<file path="config.mk">
export PLATFORM = sky130hd
export DESIGN_NAME = holy_axil_master_flat
export DESIGN_NICKNAME = d
export VERILOG_FILES = /design/src/rtl/holy_axil_master_if.sv /design/src/rtl/holy_axil_master.sv /design/src/flat_wrapper.sv
export SDC_FILE = /design/constraint.sdc
export NUM_CORES = 1
export LEC_CHECK = 0
export BUFFER_PORTS_ARGS = -buffer_cell sky130_fd_sc_hd__clkbuf_2
export CELL_PAD_IN_SITES_DETAIL_PLACEMENT = 0
export CELL_PAD_IN_SITES_GLOBAL_PLACEMENT = 1
export CORE_MARGIN = 8
export CORE_UTILIZATION = 30
export DETAILED_ROUTE_END_ITERATION = 12
export HOLD_SLACK_MARGIN = 0.15
export PLACE_DENSITY = 0.65
export SYNTH_ARGS = -nofsm -noshare
export SYNTH_HDL_FRONTEND = slang
export SYNTH_SLANG_ARGS = --single-unit
</file>
<file path="constraint.sdc">
create_clock -name clk -period 13.7 [get_ports clk]
set_input_delay 2.74 -clock clk [delete_from_list [all_inputs] [get_ports clk]]
set_output_delay 2.74 -clock clk [all_outputs]
set_load 0.02 [all_outputs]
</file>
<file path="src/rtl/holy_axil_master_if.sv">
// AXI-Lite bus bundle (AW, W, B, AR, R channels) shared by manager and subordinate.
// Ports: master modport drives addresses, data and valids; slave modport drives readies and responses.
interface axi_lite_if;
    logic [31:0] awaddr;
    logic [2:0]  awprot;
    logic        awvalid;
    logic        awready;
    logic [31:0] wdata;
    logic [3:0]  wstrb;
    logic        wvalid;
    logic        wready;
    logic [1:0]  bresp;
    logic        bvalid;
    logic        bready;
    logic [31:0] araddr;
    logic [2:0]  arprot;
    logic        arvalid;
    logic        arready;
    logic [31:0] rdata;
    logic [1:0]  rresp;
    logic        rvalid;
    logic        rready;

    modport master (
        output awaddr, awprot, awvalid,
        input  awready,
        output wdata, wstrb, wvalid,
        input  wready,
        input  bresp, bvalid,
        output bready,
        output araddr, arprot, arvalid,
        input  arready,
        input  rdata, rresp, rvalid,
        output rready
    );

    modport slave (
        input  awaddr, awprot, awvalid,
        output awready,
        input  wdata, wstrb, wvalid,
        output wready,
        output bresp, bvalid,
        input  bready,
        input  araddr, arprot, arvalid,
        output arready,
        output rdata, rresp, rvalid,
        input  rready
    );
endinterface

</file>
<file path="src/rtl/holy_axil_master.sv">
// AXI-Lite initiator: one outstanding single-beat load/store, with per-state timeout abort.
// Ports: clk/rst (async high); req_* core request (ready only in IDLE); rsp_* one-cycle
// completion pulse with data/error; m_axi_lite manager port (AW, W, B, AR, R).
module holy_axil_master #(
    parameter int unsigned TIMEOUT_CYCLES = 256
) (
    input  logic        clk,
    input  logic        rst,
    input  logic        req_valid,
    output logic        req_ready,
    input  logic        req_we,
    input  logic [31:0] req_addr,
    input  logic [31:0] req_wdata,
    input  logic [3:0]  req_wstrb,
    output logic        rsp_valid,
    output logic [31:0] rsp_rdata,
    output logic        rsp_err,
    axi_lite_if.master  m_axi_lite
);

    typedef enum logic [2:0] {
        IDLE,
        WR_AW_W,
        WR_B,
        RD_AR,
        RD_R
    } state_t;

    localparam bit          TO_EN   = (TIMEOUT_CYCLES != 0);
    localparam logic [31:0] TO_LAST = 32'(TIMEOUT_CYCLES - 1);

    state_t      state_q, state_d;
    logic [31:0] addr_q, addr_d;
    logic [31:0] wdata_q, wdata_d;
    logic [3:0]  wstrb_q, wstrb_d;
    logic        awvalid_q, awvalid_d;
    logic        wvalid_q, wvalid_d;
    logic        bready_q, bready_d;
    logic        arvalid_q, arvalid_d;
    logic        rready_q, rready_d;
    logic        aw_done_q, aw_done_d;
    logic        w_done_q, w_done_d;
    logic        rsp_valid_q, rsp_valid_d;
    logic        rsp_err_q, rsp_err_d;
    logic [31:0] rsp_rdata_q, rsp_rdata_d;
    logic [31:0] cnt_q, cnt_d;

    logic aw_fire;
    logic w_fire;

    always_comb begin
        state_d     = state_q;
        addr_d      = addr_q;
        wdata_d     = wdata_q;
        wstrb_d     = wstrb_q;
        awvalid_d   = awvalid_q;
        wvalid_d    = wvalid_q;
        bready_d    = bready_q;
        arvalid_d   = arvalid_q;
        rready_d    = rready_q;
        aw_done_d   = aw_done_q;
        w_done_d    = w_done_q;
        rsp_valid_d = 1'b0;
        rsp_err_d   = 1'b0;
        rsp_rdata_d = 32'h0;
        cnt_d       = cnt_q;
        aw_fire     = awvalid_q && m_axi_lite.awready;
        w_fire      = wvalid_q && m_axi_lite.wready;

        unique case (state_q)
            IDLE: begin
                aw_done_d = 1'b0;
                w_done_d  = 1'b0;
                if (req_valid) begin
                    if (req_addr[1:0] != 2'b00) begin
                        // Misaligned: answer locally, the bus never sees it.
                        rsp_valid_d = 1'b1;
                        rsp_err_d   = 1'b1;
                    end else if (req_we) begin
                        addr_d    = req_addr;
                        wdata_d   = req_wdata;
                        wstrb_d   = req_wstrb;
                        awvalid_d = 1'b1;
                        wvalid_d  = 1'b1;
                        state_d   = WR_AW_W;
                    end else begin
                        addr_d    = req_addr;
                        arvalid_d = 1'b1;
                        state_d   = RD_AR;
                    end
                end
            end
            WR_AW_W: begin
                // AW and W complete independently, in either order.
                aw_done_d = aw_done_q | aw_fire;
                w_done_d  = w_done_q | w_fire;
                if (aw_fire) awvalid_d = 1'b0;
                if (w_fire)  wvalid_d  = 1'b0;
                if (aw_done_d && w_done_d) begin
                    bready_d = 1'b1;
                    state_d  = WR_B;
                end
            end
            WR_B: begin
                if (m_axi_lite.bvalid) begin
                    bready_d    = 1'b0;
                    rsp_valid_d = 1'b1;
                    rsp_err_d   = (m_axi_lite.bresp != 2'b00);
                    state_d     = IDLE;
                end
            end
            RD_AR: begin
                if (m_axi_lite.arready) begin
                    arvalid_d = 1'b0;
                    rready_d  = 1'b1;
                    state_d   = RD_R;
                end
            end
            RD_R: begin
                if (m_axi_lite.rvalid) begin
                    rready_d    = 1'b0;
                    rsp_valid_d = 1'b1;
                    rsp_err_d   = (m_axi_lite.rresp != 2'b00);
                    rsp_rdata_d = m_axi_lite.rdata;
                    state_d     = IDLE;
                end
            end
            default: state_d = IDLE;
        endcase

        // A stuck state is abandoned; progress in the final counted cycle wins.
        if (TO_EN && state_q != IDLE && state_d == state_q && cnt_q == TO_LAST) begin
            awvalid_d   = 1'b0;
            wvalid_d    = 1'b0;
            bready_d    = 1'b0;
            arvalid_d   = 1'b0;
            rready_d    = 1'b0;
            rsp_valid_d = 1'b1;
            rsp_err_d   = 1'b1;
            rsp_rdata_d = 32'hFFFF_FFFF;
            state_d     = IDLE;
        end

        // Counter restarts on every state entry.
        if (state_q == IDLE || state_d != state_q) cnt_d = 32'h0;
        else cnt_d = cnt_q + 32'd1;
    end

    always_ff @(posedge clk or posedge rst) begin
        if (rst) begin
            state_q     <= IDLE;
            addr_q      <= 32'h0;
            wdata_q     <= 32'h0;
            wstrb_q     <= 4'h0;
            awvalid_q   <= 1'b0;
            wvalid_q    <= 1'b0;
            bready_q    <= 1'b0;
            arvalid_q   <= 1'b0;
            rready_q    <= 1'b0;
            aw_done_q   <= 1'b0;
            w_done_q    <= 1'b0;
            rsp_valid_q <= 1'b0;
            rsp_err_q   <= 1'b0;
            rsp_rdata_q <= 32'h0;
            cnt_q       <= 32'h0;
        end else begin
            state_q     <= state_d;
            addr_q      <= addr_d;
            wdata_q     <= wdata_d;
            wstrb_q     <= wstrb_d;
            awvalid_q   <= awvalid_d;
            wvalid_q    <= wvalid_d;
            bready_q    <= bready_d;
            arvalid_q   <= arvalid_d;
            rready_q    <= rready_d;
            aw_done_q   <= aw_done_d;
            w_done_q    <= w_done_d;
            rsp_valid_q <= rsp_valid_d;
            rsp_err_q   <= rsp_err_d;
            rsp_rdata_q <= rsp_rdata_d;
            cnt_q       <= cnt_d;
        end
    end

    assign req_ready = (state_q == IDLE);
    assign rsp_valid = rsp_valid_q;
    assign rsp_err   = rsp_err_q;
    assign rsp_rdata = rsp_rdata_q;

    assign m_axi_lite.awaddr  = addr_q;
    assign m_axi_lite.awprot  = 3'b000;
    assign m_axi_lite.awvalid = awvalid_q;
    assign m_axi_lite.wdata   = wdata_q;
    assign m_axi_lite.wstrb   = wstrb_q;
    assign m_axi_lite.wvalid  = wvalid_q;
    assign m_axi_lite.bready  = bready_q;
    assign m_axi_lite.araddr  = addr_q;
    assign m_axi_lite.arprot  = 3'b000;
    assign m_axi_lite.arvalid = arvalid_q;
    assign m_axi_lite.rready  = rready_q;

endmodule

</file>
<file path="src/flat_wrapper.sv">
// flat-port wrapper written by rule: the top's interface ports become plain ports
module holy_axil_master_flat 
#(
    parameter int unsigned TIMEOUT_CYCLES = 256
)
  (clk, rst, req_valid, req_ready, req_we, req_addr, req_wdata, req_wstrb, rsp_valid, rsp_rdata, rsp_err, m_axi_lite_awaddr, m_axi_lite_awprot, m_axi_lite_awvalid, m_axi_lite_awready, m_axi_lite_wdata, m_axi_lite_wstrb, m_axi_lite_wvalid, m_axi_lite_wready, m_axi_lite_bresp, m_axi_lite_bvalid, m_axi_lite_bready, m_axi_lite_araddr, m_axi_lite_arprot, m_axi_lite_arvalid, m_axi_lite_arready, m_axi_lite_rdata, m_axi_lite_rresp, m_axi_lite_rvalid, m_axi_lite_rready);
  axi_lite_if m_axi_lite_i ();
  input  logic clk;
  input  logic rst;
  input  logic req_valid;
  output logic req_ready;
  input  logic req_we;
  input  logic [31:0] req_addr;
  input  logic [31:0] req_wdata;
  input  logic [3:0] req_wstrb;
  output logic rsp_valid;
  output logic [31:0] rsp_rdata;
  output logic rsp_err;
  output wire logic [$bits(m_axi_lite_i.awaddr)-1:0] m_axi_lite_awaddr;
  output wire logic [$bits(m_axi_lite_i.awprot)-1:0] m_axi_lite_awprot;
  output wire logic [$bits(m_axi_lite_i.awvalid)-1:0] m_axi_lite_awvalid;
  input wire logic [$bits(m_axi_lite_i.awready)-1:0] m_axi_lite_awready;
  output wire logic [$bits(m_axi_lite_i.wdata)-1:0] m_axi_lite_wdata;
  output wire logic [$bits(m_axi_lite_i.wstrb)-1:0] m_axi_lite_wstrb;
  output wire logic [$bits(m_axi_lite_i.wvalid)-1:0] m_axi_lite_wvalid;
  input wire logic [$bits(m_axi_lite_i.wready)-1:0] m_axi_lite_wready;
  input wire logic [$bits(m_axi_lite_i.bresp)-1:0] m_axi_lite_bresp;
  input wire logic [$bits(m_axi_lite_i.bvalid)-1:0] m_axi_lite_bvalid;
  output wire logic [$bits(m_axi_lite_i.bready)-1:0] m_axi_lite_bready;
  output wire logic [$bits(m_axi_lite_i.araddr)-1:0] m_axi_lite_araddr;
  output wire logic [$bits(m_axi_lite_i.arprot)-1:0] m_axi_lite_arprot;
  output wire logic [$bits(m_axi_lite_i.arvalid)-1:0] m_axi_lite_arvalid;
  input wire logic [$bits(m_axi_lite_i.arready)-1:0] m_axi_lite_arready;
  input wire logic [$bits(m_axi_lite_i.rdata)-1:0] m_axi_lite_rdata;
  input wire logic [$bits(m_axi_lite_i.rresp)-1:0] m_axi_lite_rresp;
  input wire logic [$bits(m_axi_lite_i.rvalid)-1:0] m_axi_lite_rvalid;
  output wire logic [$bits(m_axi_lite_i.rready)-1:0] m_axi_lite_rready;
  assign m_axi_lite_awaddr = m_axi_lite_i.awaddr;
  assign m_axi_lite_awprot = m_axi_lite_i.awprot;
  assign m_axi_lite_awvalid = m_axi_lite_i.awvalid;
  assign m_axi_lite_i.awready = m_axi_lite_awready;
  assign m_axi_lite_wdata = m_axi_lite_i.wdata;
  assign m_axi_lite_wstrb = m_axi_lite_i.wstrb;
  assign m_axi_lite_wvalid = m_axi_lite_i.wvalid;
  assign m_axi_lite_i.wready = m_axi_lite_wready;
  assign m_axi_lite_i.bresp = m_axi_lite_bresp;
  assign m_axi_lite_i.bvalid = m_axi_lite_bvalid;
  assign m_axi_lite_bready = m_axi_lite_i.bready;
  assign m_axi_lite_araddr = m_axi_lite_i.araddr;
  assign m_axi_lite_arprot = m_axi_lite_i.arprot;
  assign m_axi_lite_arvalid = m_axi_lite_i.arvalid;
  assign m_axi_lite_i.arready = m_axi_lite_arready;
  assign m_axi_lite_i.rdata = m_axi_lite_rdata;
  assign m_axi_lite_i.rresp = m_axi_lite_rresp;
  assign m_axi_lite_i.rvalid = m_axi_lite_rvalid;
  assign m_axi_lite_rready = m_axi_lite_i.rready;
  holy_axil_master #(.TIMEOUT_CYCLES(TIMEOUT_CYCLES)) u_core (.clk(clk), .rst(rst), .req_valid(req_valid), .req_ready(req_ready), .req_we(req_we), .req_addr(req_addr), .req_wdata(req_wdata), .req_wstrb(req_wstrb), .rsp_valid(rsp_valid), .rsp_rdata(rsp_rdata), .rsp_err(rsp_err), .m_axi_lite(m_axi_lite_i));
endmodule
</file>
==> flow_summary_export.csv, run 1 <==
group,metric,value,unit
timing,final-hold-violation-count,0,
synth,ys_seq_area_frac,0.584,
worst_setup_path,cp-end-kind,"primary output",
synth,syn_avg_cell_area,11.7,µm²
place,gp_congestion,0.723,
job,drv_cap,0,
synth,ys_warn_count,0,
global_route,overflow,0,
worst_setup_path,slowest_delay,610,ps
place,dp_hpwl,12.7,mm
clock_network,h-tree-depth,4,
floorplanning,core_area,20200,µm²
timing,slew-limit-headroom,0.207,
clock_network,cts_buffers,17,
timing,finalWorstSetupSlack,9130,ps
global_route,grtUsageTotal,0.136,
detailed_routing,wirelength,17.1,mm
worst_setup_path,worstSetupPathType,"flop to primary output",
detailed_routing,wl_per_cell,16.6,µm
timing,min_period_over_period,0.334,
timing,finClkSkew,11.8,ps
synth,yosys.area.top_type,"dfrtp_1",
detailed_routing,ant_nets,0,
detailed_routing,via_count,4524,
layout,antennaDiodeCount,0,
timing,max_freq,219,MHz
pwr,power,1.68,mW
synth,ys_ff_latch,144,
worst_setup_path,cp.required,10960,ps
clock_network,clk_pin_slew,70,ps
pwr,p_per_area,210,nW/µm²
pwr,p_leak,4.19,nW
detailed_routing,drt_iter0_drc,193,
timing,grt_setup_unrepaired,"false",
worst_setup_path,crit_chain,"nor3_2, clkbuf_2",
floorplanning,rows,52,
detailed_routing,first_pass_iters,4,
timing,worst_pin_slew,1190,ps
pwr,vdd_ir_drop_max,0.0812,mV
detailed_routing,drcViolationCount,0,
global_route,antenna_found_initial,0,
worst_setup_path,crit_fanout,18,
floorplanning,die-area,25400,µm²
floorplanning,start_util,0.305,
floorplanning,die_x,159,µm
floorplanning,ios,259,
timing,min_period,4570,ps
layout,drive_gt1_frac,0.476,
layout,final_common_cell,"clkbuf_2",
worst_setup_path,arrival,1830,ps
timing,finalSetupTns,0,ps
clock_network,cts_sinks,144,
detailed_routing,vias_per_cell,4.40,
global_route,grt_max_degree,86,
timing,setup_viol,0,
global_route,grt_pass1_wl,27.7,mm
clock_network,clk_latency,420,ps
min_path,hold_class,"flop to flop",
clock_network,post_cts.repair.setup_buffers,0,
synth,syn_area,6170,µm²
synth,yosys-top-cells-area,"dfrtp_1 58%, mux2_2 12%, nand2_1 5.0%",
layout,areaGrowthSynthToFinish,29.6,%
worst_setup_path,startpoint_type,"flop",
layout,mostFrequentLayoutCells,"252 x clkbuf_2, 144 x dfrtp_1, 82 x nand2_1, 66 x mux2_2, 40 x nor2_1",
layout,final_nets,859,
clock_network,clk_path_buf_depth,2,
place,pre_cts_slack,8870,ps
floorplanning,die_h,159,µm
synth,syn_inst,528,
clock_network,cts_root_buf,"clkbuf_16",
clock_network,cts_resized,0,
place,port_buffers,252,
timing,slew_viol_final,0,
synth,netlist.area_leader.share,0.584,
clock_network,cts_tree,"yes",
worst_setup_path,crit_slowest_cell,"dfrtp_1",
synth,synth_cell_types,38,
status,status,"completed",
global_route,grt_pass1_vias,4704,
clock_network,cts_hold_buffers,0,
## critical path, delay by kind of cell, from the launching register on
family	cells	cell delay, ps
flip-flops	1	610
buffers and inverters	1	280
AND/OR/NAND/NOR	1	520
## cell usage after synthesis
library cell,n
buf_8,3
and4_1,4
a2111o_1,1
nand3b_1,1
nor3_1,6
o2111ai_1,3
buf_6,1
a21oi_1,5
mux2_2,66
o21ai_1,1
buf_1,2
nand3_1,18
o21bai_1,1
o21bai_4,1
o21ai_0,2
nor3_2,2
nor4_1,9
conb_1,1
or3_1,2
dfrtp_1,144
inv_1,6
nor2_1,40
a211oi_1,9
nand4_1,14
and3_1,7
nand2_1,82
and2_1,3
a21o_1,2
clkbuf_1,8
a31oi_1,2
ha_1,1
buf_4,39
xor2_1,20
buf_2,9
nor4_2,1
xnor2_1,10
and3_4,1
or3_2,1
## cell type report
| type | count | area (µm²) |
|---|---|---|
| flip-flops and latches | 144 | 3600 |
| clock inverters | 14 | 166 |
| multi-input cells | 321 | 2140 |
| well taps | 270 | 338 |
| fillers | 2007 | 12200 |
| clock buffers | 18 | 439 |
| inverters | 6 | 27.5 |
| repair buffers | 255 | 1280 |
## logic make-up after synthesis
family                     Yosys count  synth area share
AOI/OAI and AO/OA                   27            0.0322
xor gates and xnor gates            30            0.0426
adders and majority gates            1           0.00203
buffers and inverters               68            0.0736
DFF                                144             0.584
muxes                               66             0.120
other                                1          0.000608
and+or+nand+nor                    191             0.144
## final timing paths
check | startpoint | endpoint | slack, ps | cells past startpoint
worst max-delay path | u_core.state_q[0]$_DFF_PP0_ | req_ready | 9130 | 2
worst min-delay path | u_core.cnt_q[0]$_DFF_PP0_ | u_core.cnt_q[0]$_DFF_PP0_ | 490 | 1
worst max register to register | u_core.state_q[0]$_DFF_PP0_ | u_core.state_q[1]$_DFF_PP0_ | 11070 | 5
worst min register to register | u_core.cnt_q[0]$_DFF_PP0_ | u_core.cnt_q[0]$_DFF_PP0_ | 490 | 1
max in group asynchronous | rst | u_core.m_axi_lite.wstrb[2]$_DFFE_PP0P_ | 9930 | 3
min in group asynchronous | rst | u_core.m_axi_lite.araddr[7]$_DFFE_PP0P_ | 2440 | 2
## sequential cells by signal, indices dropped and copies added (netlist names)
signal / count
u_core.cnt_q: 32
u_core.m_axi_lite.araddr: 32
u_core.m_axi_lite.wdata: 32
u_core.rsp_rdata: 32
u_core.m_axi_lite.wstrb: 4
u_core.state_q: 3
u_core.aw_done_q: 1
u_core.m_axi_lite.arvalid: 1
u_core.m_axi_lite.awvalid: 1
u_core.m_axi_lite.bready: 1
u_core.m_axi_lite.rready: 1
u_core.m_axi_lite.wvalid: 1
u_core.rsp_err: 1
u_core.rsp_valid: 1
u_core.w_done_q: 1
## report_power, final
| part | switching (mW) | internal, mW |
|---|---|---|
| Clock | 0.204 | 0.266 |
| Sequential | 0.0803 | 0.541 |
| Combinational | 0.372 | 0.214 |
## layer usage
metal | part of all wire | global-route usage | vias up
li1 | - | - | 2189
met1 | 0.44 | 0.168 | 2158
met2 | 0.48 | 0.218 | 158
met3 | 0.065 | 0.0476 | 19
met4 | 0.015 | 0.0467 | 0
met5 | 0 | 0 | -
## metrics by stage
stage / instances / instance area, µm² / util / hold slack [ps]
after CTS: 1028 / 7990 / 0.395 / 500
after detailed placement: 996 / 7390 / 0.365 / 491
after global placement: 996 / 7390 / 0.365 / 487
after floorplan: 533 / 6190 / - / 452
final: 1028 / 7990 / 0.395 / 495
after global routing: 1028 / 7990 / 0.395 / 518
Power figures use the tool's default switching activity.
==> inputs of run 2 (changes only) <==
--- a/config.mk
+++ b/config.mk
@@ -12,7 +12,7 @@
 export CORE_UTILIZATION = 30
 export DETAILED_ROUTE_END_ITERATION = 12
 export HOLD_SLACK_MARGIN = 0.15
-export PLACE_DENSITY = 0.65
+export PLACE_DENSITY = 0.68
 export SYNTH_ARGS = -nofsm -noshare
 export SYNTH_HDL_FRONTEND = slang
 export SYNTH_SLANG_ARGS = --single-unit
==> constraint.sdc (replaced) <==
create_clock -name clk -period 3.9 [get_ports clk]
set_input_delay 0.78 -clock clk [delete_from_list [all_inputs] [get_ports clk]]
set_output_delay 0.78 -clock clk [all_outputs]
set_load 0.02 [all_outputs]
==> run 2 against run 1 <==
Compared with the run above: setup slack worse by 7900 ps; first-iteration DRC count rose by 2.1%; via count rose by 2.0%; non-clock buffer count up 2; sequential share of layout area grew 0.085 points; highest routed layer unchanged.
==> flow_summary_export.csv, run 2 (synthesis gave the netlist of run 1 again) <==
group,metric,value,unit
detailed_routing,ant_nets,0,
place,placedCellCount,998,
place,port_buffers,252,
detailed_routing,top_layer_used,"met4",
pwr,vdd_ir_drop_max,0.286,mV
worst_setup_path,arrival,2930,ps
floorplanning,die_x,159,µm
detailed_routing,wl_per_cell,16.2,µm
floorplanning,core_area,20200,µm²
layout,final_common_cell,"clkbuf_2",
detailed_routing,wl_met2,7.92,mm
timing,final-hold-violation-count,0,
layout,mostFrequentLayoutCells,"252 x clkbuf_2, 144 x dfrtp_1, 82 x nand2_1, 66 x mux2_2, 40 x nor2_1",
clock_network,cts_sinks,144,
detailed_routing,drt_iter0_drc,197,
clock_network,cts_root_buf,"clkbuf_16",
floorplanning,die_h,159,µm
worst_setup_path,cp-end-kind,"flop",
status,status,"completed",
worst_setup_path,cp.required,4210,ps
worst_setup_path,crit_fanout,28,
layout,drive_gt1_frac,0.476,
detailed_routing,first_pass_iters,4,
timing,max_freq,381,MHz
detailed_routing,drcViolationCount,0,
clock_network,cts_hold_buffers,0,
clock_network,cts_resized,0,
timing,min_period_over_period,0.673,
clock_network,cts_tree,"yes",
min_path,hold_class,"flop to flop",
place,dp_hpwl,12.5,mm
timing,finClkSkew,10.1,ps
timing,finalSetupTns,0,ps
pwr,p_leak,4.18,nW
timing,slew-limit-headroom,0.219,
clock_network,clk_path_buf_depth,2,
clock_network,clk_latency,430,ps
job,drv_cap,0,
timing,min_period,2620,ps
timing,slew_viol_final,0,
layout,areaGrowthSynthToFinish,29.3,%
global_route,antenna_found_initial,0,
timing,setup_viol,0,
clock_network,clk_pin_slew,60,ps
global_route,overflow,0,
floorplanning,die-area,25400,µm²
floorplanning,rows,52,
detailed_routing,via_count,4614,
timing,worst_pin_slew,1170,ps
timing,grt_setup_unrepaired,"false",
clock_network,post_cts.repair.setup_buffers,0,
global_route,grt_pass1_wl,27.0,mm
detailed_routing,wirelength,16.7,mm
pwr,p_per_area,730,nW/µm²
clock_network,cts_buffers,17,
global_route,grt_pass1_vias,4855,
global_route,grtUsageTotal,0.133,
worst_setup_path,startpoint_type,"flop",
place,gp_congestion,0.730,
worst_setup_path,worstSetupPathType,"flop to flop",
min_path,min_delay_path_depth,1,
floorplanning,ios,259,
floorplanning,start_util,0.305,
layout,final_nets,861,
worst_setup_path,reg2reg_depth,4,
clock_network,h-tree-depth,4,
detailed_routing,wirelength_met1,7.07,mm
detailed_routing,vias_per_cell,4.48,
detailed_routing,wl_met3,1.45,mm
layout,antennaDiodeCount,0,
global_route,grt_max_degree,145,
layout,fin_cells,1029,
## run 2: critical path, cell delays in order (launching register included)
cell     delay [ps]
dfrtp_1         610
nor3_2          510
nand4_1         590
buf_4           470
mux2_2          320
## run 2: area by class of cell
type / count / area, µm²
fill: 2029 / 12300
clock inverter: 14 / 144
timing repair buffer: 257 / 1310
tap: 270 / 338
inverter: 6 / 26.3
clock buffer: 17 / 425
multi-input combinational: 321 / 2130
sequential: 144 / 3600
## run 2: worst paths after layout
kind                                                                  to                         from  slack, ps
worst min register to register                 u_core.cnt_q[0]$_DFF_PP0_    u_core.cnt_q[0]$_DFF_PP0_        490
worst max register to register    u_core.m_axi_lite.wstrb[3]$_DFFE_PP0P_  u_core.state_q[0]$_DFF_PP0_       1280
max in group asynchronous           u_core.m_axi_lite.bready$_DFFE_PP0P_                          rst       2750
worst max-delay path              u_core.m_axi_lite.wstrb[3]$_DFFE_PP0P_  u_core.state_q[0]$_DFF_PP0_       1280
min in group asynchronous       u_core.m_axi_lite.araddr[13]$_DFFE_PP0P_                          rst        590
worst min-delay path                           u_core.cnt_q[0]$_DFF_PP0_    u_core.cnt_q[0]$_DFF_PP0_        490
## run 2: through the flow
step                      hold WS [ps]  total power [mW]  utilization  worst slack [ps]  instance area (µm²)
after floorplan                    452              3.70            -              1310                 6190
after global placement             483              4.28        0.366              1110                 7410
after detailed placement           489              4.31        0.366              1070                 7410
after CTS                          496              5.94        0.394              1250                 7980
after global routing               516              6.17        0.394               976                 7980
final                              495              5.82        0.394              1280                 7980
## run 2: layer usage
metal | vias to the layer above | GRT usage
li1 | 2187 | -
met1 | 2247 | 0.153
met2 | 162 | 0.215
met3 | 18 | 0.0620
met4 | 0 | 0.0412
met5 | - | 0
## run 2: report_power, final
part	leakage, nW	switching [mW]	internal, mW
sequential	1.87	0.291	1.90
clock	0.273	0.695	0.897
combinational	2.03	1.29	0.751
==> inputs of run 3 (changes only) <==
==> constraint.sdc (replaced) <==
create_clock -name clk -period 2.16 [get_ports clk]
set_input_delay 0.432 -clock clk [delete_from_list [all_inputs] [get_ports clk]]
set_output_delay 0.432 -clock clk [all_outputs]
set_load 0.02 [all_outputs]
==> run 3 against run 2 <==
Compared with the run above: non-clock buffer count increased by 25; combinational power up 90%; first-iteration DRC count grew 8.1%; clock skew down 1.9 ps; sequential power is 79% higher; wire length is essentially flat; final cell count up 2.5%; clock-buffer cell count stayed put; die area is the same; design area rose by 4.0%; clock power is 91% higher; setup slack worse by 1200 ps; largest cell class unchanged; highest routed layer unchanged.
==> flow_summary_export.csv, run 3 (synthesis gave the netlist of run 1 again) <==
group,metric,value,unit
worst_setup_path,crit_chain,"buf_4, nor3_2, buf_4, clkbuf_2",
place,placedCellCount,1022,
timing,slew_viol_final,0,
global_route,grtUsageTotal,0.131,
detailed_routing,drt_iter0_drc,213,
clock_network,clk_pin_slew,70,ps
pwr,p_leak,4.35,nW
min_path,hold_class,"input pin to flop",
timing,setup_viol,0,
worst_setup_path,cp.required,1730,ps
detailed_routing,via_count,4634,
global_route,grt_pass1_wl,26.8,mm
layout,drive_gt1_frac,0.493,
layout,fillers,1990,
floorplanning,die_h,159,µm
global_route,grt_max_degree,41,
worst_setup_path,cp-end-kind,"primary output",
floorplanning,rows,52,
job,drv_cap,0,
layout,mostFrequentLayoutCells,"252 x clkbuf_2, 143 x dfrtp_1, 82 x nand2_1, 66 x mux2_2, 40 x nor2_1",
worst_setup_path,critPathTopFamily,"buffers and inverters",
worst_setup_path,crit_slowest_cell,"dfrtp_2",
place,dp_hpwl,12.9,mm
global_route,overflow,0,
clock_network,h-tree-depth,4,
timing,final-hold-violation-count,0,
timing,finClkSkew,8.11,ps
status,status,"completed",
worst_setup_path,slowest_delay,470,ps
timing,min_period,2060,ps
detailed_routing,ant_nets,0,
floorplanning,core_area,20200,µm²
layout,final_common_cell,"clkbuf_2",
clock_network,cts_sinks,144,
timing,worst_pin_slew,602,ps
clock_network,cts_tree,"yes",
detailed_routing,vias_per_cell,4.39,
timing,slew-limit-headroom,0.598,
pwr,p_per_area,1310,nW/µm²
layout,antennaDiodeCount,0,
timing,finalWorstSetupSlack,104,ps
pwr,vdd_ir_drop_max,0.703,mV
detailed_routing,wl_per_cell,15.8,µm
clock_network,cts_root_buf,"clkbuf_16",
clock_network,cts_buffers,17,
place,gp_congestion,0.747,
worst_setup_path,path_buf_inv,3,
floorplanning,start_util,0.305,
place,port_buffers,252,
timing,grt_setup_unrepaired,"false",
worst_setup_path,arrival,1620,ps
floorplanning,ios,259,
detailed_routing,drcViolationCount,0,
floorplanning,die_x,159,µm
layout,final_nets,886,
global_route,antenna_found_initial,0,
worst_setup_path,crit_fanout,8,
worst_setup_path,worstSetupPathType,"flop to primary output",
detailed_routing,first_pass_iters,4,
worst_setup_path,startpoint_type,"flop",
layout,areaGrowthSynthToFinish,34.5,%
clock_network,clk_latency,410,ps
layout,fin_cells,1055,
detailed_routing,wirelength,16.6,mm
timing,min_period_over_period,0.952,
worst_setup_path,cpMostUsedCell,"buf_4",
global_route,grt_pass1_vias,4830,
timing,max_freq,486,MHz
clock_network,clk_path_buf_depth,2,
floorplanning,die-area,25400,µm²
place,pre_cts_slack,125,ps
## run 3: report_power, final
part	total [mW]	internal [mW]	switching (mW)	leakage [nW]
clock network	3.04	1.76	1.28	0.294
logic	3.88	1.49	2.39	2.18
registers	3.91	3.43	0.476	1.87
total	10.8	6.69	4.14	4.35
## run 3: area by class of cell
type,count,area (µm²),area share
clock buffers,17,425,0.0513
multi-input cells,321,2130,0.257
clock inverters,15,195,0.0235
flip-flops and latches,144,3600,0.434
well taps,270,338,0.0407
inverters,6,26.3,0.00317
repair buffers,282,1580,0.190
## run 3: metal layers
metal	GRT usage	vias to the layer above	part of all wire
li1	-	2241	-
met1	0.154	2222	0.43
met2	0.218	161	0.48
met3	0.0535	10	0.074
met4	0.0347	0	0.0093
met5	0	-	0
## run 3: final timing paths
| kind | start | slack, ps | end | depth (start not counted) |
|---|---|---|---|---|
| worst max-delay path | u_core.state_q[0]$_DFF_PP0_ | 100 | req_ready | 4 |
| min in group asynchronous | rst | 640 | u_core.m_axi_lite.araddr[24]$_DFFE_PP0P_ | 3 |
| max in group asynchronous | rst | 930 | u_core.m_axi_lite.bready$_DFFE_PP0P_ | 4 |
| worst min-delay path | m_axi_lite_rdata[18] | 210 | u_core.rsp_rdata[18]$_DFF_PP0_ | 3 |
| worst min register to register | u_core.cnt_q[0]$_DFF_PP0_ | 490 | u_core.cnt_q[0]$_DFF_PP0_ | 1 |
| worst max register to register | u_core.cnt_q[0]$_DFF_PP0_ | 200 | u_core.rsp_valid$_DFF_PP0_ | 8 |
## run 3: metrics by stage
stage	area, µm²	setup TNS [ps]	hold WS, ps	power [mW]	utilization
2_1_floorplan	6190	-11090	452	6.68	-
3_3_place_gp	7660	0	473	7.88	0.379
3_5_place_dp	7660	0	480	7.93	0.379
4_1_cts	8300	0	189	11.0	0.410
5_1_grt	8300	0	190	11.4	0.410
6_report	8300	0	212	10.8	0.410
## run 3: timing repair
item                                   4_1_cts  5_1_grt
endpoints found under the hold margin       16        0
hold buffers                                 1        0
setup buffers                                0        0
gates resized for setup                      0        1
setup endpoints to repair                    0        1
## run 3: tightest hold or removal path, cell delays in order
cell and delay, ps:
clkbuf_2 70, nand2_1 40, nand2_1 50
